### src/rtl/mul_div_unit.sv
// Iterative MIPS-style multiply/divide unit with architectural HI/LO registers.
// One radix-2 step per clock on operand magnitudes, followed by a sign-fix cycle.
module mul_div_unit #(
   parameter int WIDTH = 32
) (
   input  logic             clk,
   input  logic             rst,
   input  logic             start,
   input  logic [1:0]       op,
   input  logic [WIDTH-1:0] opa,
   input  logic [WIDTH-1:0] opb,
   input  logic             mt_hi,
   input  logic             mt_lo,
   input  logic [WIDTH-1:0] mt_dat,
   output logic             busy,
   output logic             done,
   output logic             div_by_zero,
   output logic [WIDTH-1:0] hi,
   output logic [WIDTH-1:0] lo
);

   localparam int CW = $clog2(WIDTH);
   localparam logic [CW-1:0] LAST = CW'(WIDTH - 1);

   typedef enum logic [1:0] {IDLE, CALC, FIX} state_t;

   state_t               state_q;
   logic [CW-1:0]        cnt_q;
   logic                 isDiv_q;
   logic                 negA_q;
   logic                 negB_q;
   logic                 zero_q;
   logic [WIDTH-1:0]     m_q;
   logic [2*WIDTH-1:0]   acc_q;
   logic [2*WIDTH-1:0]   acc_d;
   logic [WIDTH-1:0]     hi_q;
   logic [WIDTH-1:0]     lo_q;
   logic                 busy_q;
   logic                 done_q;
   logic                 dz_q;

   logic                 isSigned;
   logic [WIDTH-1:0]     magA;
   logic [WIDTH-1:0]     magB;
   logic [WIDTH:0]       sum;
   logic [WIDTH:0]       remShift;
   logic [WIDTH:0]       diff;
   logic                 negRes;
   logic [2*WIDTH-1:0]   prodFix;
   logic [WIDTH-1:0]     quoFix;
   logic [WIDTH-1:0]     remFix;

   assign isSigned = ~op[0];
   assign magA     = (isSigned && opa[WIDTH-1]) ? -opa : opa;
   assign magB     = (isSigned && opb[WIDTH-1]) ? -opb : opb;

   // acc_q holds {partial product, remaining multiplier} or {remainder, quotient}.
   always_comb begin
      sum      = {1'b0, acc_q[2*WIDTH-1:WIDTH]} + (acc_q[0] ? {1'b0, m_q} : '0);
      remShift = acc_q[2*WIDTH-1:WIDTH-1];
      diff     = remShift - {1'b0, m_q};
      if (!isDiv_q)
         acc_d = {sum, acc_q[WIDTH-1:1]};
      else if (!diff[WIDTH])
         acc_d = {diff[WIDTH-1:0], acc_q[WIDTH-2:0], 1'b1};
      else
         acc_d = {remShift[WIDTH-1:0], acc_q[WIDTH-2:0], 1'b0};
   end

   // A zero divisor leaves remainder=|dividend|, so negating by the dividend sign restores opa.
   always_comb begin
      negRes  = negA_q ^ negB_q;
      prodFix = negRes ? -acc_q : acc_q;
      quoFix  = negRes ? -acc_q[WIDTH-1:0] : acc_q[WIDTH-1:0];
      remFix  = negA_q ? -acc_q[2*WIDTH-1:WIDTH] : acc_q[2*WIDTH-1:WIDTH];
   end

   always_ff @(posedge clk or negedge rst) begin
      if (!rst) begin
         state_q <= IDLE;
         cnt_q   <= '0;
         isDiv_q <= 1'b0;
         negA_q  <= 1'b0;
         negB_q  <= 1'b0;
         zero_q  <= 1'b0;
         m_q     <= '0;
         acc_q   <= '0;
         hi_q    <= '0;
         lo_q    <= '0;
         busy_q  <= 1'b0;
         done_q  <= 1'b0;
         dz_q    <= 1'b0;
      end else begin
         done_q <= 1'b0;
         case (state_q)
            IDLE: begin
               if (start) begin
                  state_q <= CALC;
                  busy_q  <= 1'b1;
                  dz_q    <= 1'b0;
                  cnt_q   <= '0;
                  isDiv_q <= op[1];
                  negA_q  <= isSigned & opa[WIDTH-1];
                  negB_q  <= isSigned & opb[WIDTH-1];
                  zero_q  <= op[1] & (opb == '0);
                  if (op[1]) begin
                     m_q   <= magB;
                     acc_q <= {{WIDTH{1'b0}}, magA};
                  end else begin
                     m_q   <= magA;
                     acc_q <= {{WIDTH{1'b0}}, magB};
                  end
               end else begin
                  if (mt_hi) hi_q <= mt_dat;
                  if (mt_lo) lo_q <= mt_dat;
               end
            end
            CALC: begin
               acc_q <= acc_d;
               cnt_q <= cnt_q + 1'b1;
               if (cnt_q == LAST) state_q <= FIX;
            end
            FIX: begin
               if (isDiv_q) begin
                  hi_q <= remFix;
                  lo_q <= zero_q ? {WIDTH{1'b1}} : quoFix;
               end else begin
                  hi_q <= prodFix[2*WIDTH-1:WIDTH];
                  lo_q <= prodFix[WIDTH-1:0];
               end
               dz_q    <= zero_q;
               busy_q  <= 1'b0;
               done_q  <= 1'b1;
               state_q <= IDLE;
            end
            default: state_q <= IDLE;
         endcase
      end
   end

   assign busy        = busy_q;
   assign done        = done_q;
   assign div_by_zero = dz_q;
   assign hi          = hi_q;
   assign lo          = lo_q;

endmodule

### config.mk
export PLATFORM = sky130hd
export DESIGN_NAME = mul_div_unit
export DESIGN_NICKNAME = d
export VERILOG_FILES = /design/src/rtl/mul_div_unit.sv
export SDC_FILE = /design/constraint.sdc
export NUM_CORES = 1
export LEC_CHECK = 0
export BUFFER_PORTS_ARGS = -buffer_cell sky130_fd_sc_hd__buf_4
export CAP_MARGIN = 20
export CORE_ASPECT_RATIO = 0.75
export CORE_MARGIN = 1
export CORE_UTILIZATION = 25
export DETAILED_ROUTE_END_ITERATION = 6
export SYNTH_ARGS = -nofsm -noshare
export SYNTH_HDL_FRONTEND = slang
export SYNTH_SLANG_ARGS = --single-unit
### constraint.sdc
create_clock -name clk -period 4 [get_ports clk]
set_clock_uncertainty 0.05 [all_clocks]
set_input_delay 0.2 -clock clk [delete_from_list [all_inputs] [get_ports clk]]
set_output_delay 0.2 -clock clk [all_outputs]
set_load 0.01 [all_outputs]
==> impl_metrics.json <==
{
  "crit_fanout": 14,
  "cts.clk_slew.worst_paths_ns": 0.08,
  "cpPeakStageDelay_ns": 0.60,
  "synth_area_leaders": "dfrtp_1 (29%), o21ai_0 (6.4%), ha_1 (5.8%)",
  "peakVddDrop_v": 0.0004847,
  "power_frac_seq_pct": 20.5,
  "rsz0062_at_grt": "false",
  "io_buffers": 169,
  "place_hpwl_um": 47490,
  "period_minus_slack_ns": 3.802,
  "grt_max_degree": 82,
  "die-area_um2": 61360,
  "wirelength_um": 59750,
  "grt_first_pass_wirelength_um": 89490,
  "internal_power_mw": 8.708,
  "required_ns": 4.28,
  "power_leakage_nw": 7.709,
  "hold_viol": 0,
  "ys.flop_type": "dfrtp_1",
  "fin_hold_ws_ns": 0.006516,
  "drive_above_1_share_pct": 14.31,
  "core_um2": 59250,
  "postSynthAreaPerCell_um2": 7.910,
  "synthesis.nets": 2083,
  "synth_top_cell_area_share_pct": 28.85,
  "min_path_type": "in2reg",
  "wire_per_inst_um": 20.95,
  "pwr_density_cell_nw_per_um2": 990.2,
  "sw_frac_of_total_pct": 51.58,
  "status": "finished clean",
  "final-setup-viol-count": 0,
  "fp-row-count": 77,
  "drt_iter0_drc": 1837,
  "finalCritPeriodShare_pct": 95.04,
  "clock_power_share_pct": 10.3,
  "yosys_warnings": 0,
  "die_h_um": 214.8,
  "cts_tree": "built",
  "max_freq_mhz": 263.0,
  "netSwitchingPower_mw": 9.278,
  "antenna_found_initial": 2,
  "finalNetCount": 2224,
  "yosys.area.top_type": "dfrtp_1",
  "drv_slew": 0,
  "setup_tns_ns": 0,
  "viasPerCell": 5.400,
  "first_pass_iters": 5,
  "final_cell_mix": "buf_4 (222), nand2_1 (210), o21ai_0 (192), dfrtp_1 (173), a21oi_1 (162)",
  "clock_path_buffers": 2,
  "maxCapViolations": 0,
  "slew_headroom_pct": 30.57,
  "drtAntennaViolNets": 0,
  "critical_path_class": "reg2reg",
  "fillers": 6228,
  "final_common_cell": "buf_4",
  "worstMarginPinSlew_ns": 1.038,
  "cp-end-kind": "flop",
  "antennaDiodeCount": 0,
  "insertion_delay_ns": 0.47,
  "syn_inst": 1908,
  "cts_root_buf": "clkbuf_16",
  "cts_made_buffers": 17,
  "cts-htree-levels": 4,
  "vias": 15402,
  "async_flop_share_pct": 100.0,
  "gp_congestion": 0.9596,
  "crit_chain": "inv_1 > ha_1 > fa_1 > nand2b_1 > a21oi_2 > o211ai_1 > or4_1 > nand2_1 > a31oi_4 > xnor2_4 > buf_6 > mux2i_1 > o21ai_0",
  "p_comb_share_pct": 69.3,
  "initial_core_util_pct": 25.47,
  "ys_types": 73,
  "cts_num_sinks": 174,
  "slowest_stage": "or4_1",
  "netlist_area_um2": 15090,
  "synth_edf_count": 0,
  "die_w_um": 285.7,
  "globalRouteOverflowTotal": 0,
  "start_kind": "flop",
  "io_pins": 170,
  "area_growth_pct": 20.36,
  "ys_ff_latch": 174,
  "drc": 0,
  "cp_data_arrival_time_ns": 4.08,
  "gr-usage-all-layers_pct": 19.00,
  "yosysSeqAreaShare_pct": 28.85,
  "grt_pass1_vias": 14053
}
-- final timing paths --
| check | startpoint | endpoint | slack [ns] | depth (start not counted) |
|---|---|---|---|---|
| worst max-delay path | acc_q[31] | acc_q[36] | 0.20 | 13 |
| worst min-delay path | mt_dat[15] | hi[15] | 0.007 | 3 |
| worst max register to register | acc_q[31] | acc_q[36] | 0.20 | 13 |
| worst min register to register | lo[25] | lo[25] | 0.44 | 2 |
| max in group asynchronous | rst | acc_q[30] | 2.62 | 3 |
| min in group asynchronous | rst | lo[10] | 0.27 | 2 |
-- state kept, by name (all words and copies together), names as in the netlist --
name	count
busy	1
m_q	32
acc_q	64
state_q	2
negA_q	1
done	1
hi	32
negB_q	1
lo	32
isDiv_q	1
zero_q	1
cnt_q	5
div_by_zero	1
-- repair_timing --
item                       4_1_cts  5_1_grt
hold buffers                    13        0
hold endpoints to repair        93        0
gates resized for setup          0        4
setup buffers                    0        1
setup endpoints to repair        0       32
-- power by group through the flow --
stage	Combinational [mW]	Clock (mW)	Sequential, mW
2_1_floorplan	8.14	0	3.45
3_3_place_gp	11.9	0	3.65
3_5_place_dp	12.1	0	3.68
4_1_cts	12.2	1.87	3.65
5_1_grt	13.5	1.93	3.78
6_report	12.5	1.85	3.68
-- cell usage after synthesis, types with 4 or more instances --
library cell,instances
and2_1,10
ha_1,70
o22ai_1,24
o31ai_1,19
or4_1,7
xor2_1,79
nand2_1,211
a21o_1,31
buf_1,11
or2_2,4
nand4_1,8
a211oi_1,34
nor2_1,159
nand2b_1,28
a21oi_1,163
a21boi_0,8
o211ai_1,34
o21bai_1,5
o21a_1,11
mux2_2,8
a221o_1,10
a311oi_1,4
nand4b_1,5
nor4_1,18
a22oi_1,29
a221oi_1,5
o21ai_0,192
mux2i_1,81
buf_2,4
a31oi_1,28
nor2b_1,22
dfrtp_1,174
or3_1,10
xnor2_1,96
inv_1,61
nor3_1,38
o41ai_1,8
o221ai_1,10
clkbuf_1,100
and3_1,13
nand3_1,21
-- kinds of logic after synthesis --
group | count (synthesis) | share of synthesized area (%)
XOR/XNOR | 176 | 10.26
multiplexers | 89 | 5.969
AO/OA/AOI/OAI | 644 | 26.41
flip-flops | 174 | 28.85
adder cells (fa/ha/maj) | 72 | 6.069
buffers and inverters | 178 | 4.510
AND/OR/NAND/NOR | 575 | 17.93
-- critical path: cells and delay by family, from the launching register on --
kind	cells	cell delay, ns
adders and majority gates	2	0.63
and+or+nand+nor	3	0.96
DFF	1	0.42
AOI/OAI and AO/OA	4	0.69
buffers and inverters	2	0.37
xor gates and xnor gates	1	0.27
muxes	1	0.26
-- routing by layer --
layer / vias up / GRT usage [%] / routed length (um)
met5: - / 0 / 12
met1: 7465 / 29.20 / 28970
li1: 7194 / - / -
met4: 2 / 3.529 / 858
met3: 46 / 4.766 / 5929
met2: 695 / 26.26 / 23980
-- through the flow --
stage | util [%] | total power, mW | setup WS [ns] | area, um2 | cells
global placement | 29.35 | 15.59 | 0.2168 | 17390 | 2806
global route | 30.66 | 19.24 | 0.03735 | 18160 | 2852
floorplan | - | 11.59 | 0.6911 | 15090 | 1908
detailed placement | 29.35 | 15.79 | 0.06497 | 17390 | 2806
CTS | 30.61 | 17.68 | 0.02405 | 18130 | 2851
finish | 30.66 | 17.99 | 0.1982 | 18160 | 2852
-- cell type report --
cell class	count	area, um2	share of cell area [%]
multi-input combinational	1556	10120	55.70
sequential	174	4355	23.98
timing repair buffer	239	1859	10.24
tap	790	988.4	5.442
clock buffer	17	425.4	2.342
inverter	61	229.0	1.261
clock inverter	15	190.2	1.047
Power figures use the tool's default switching activity.
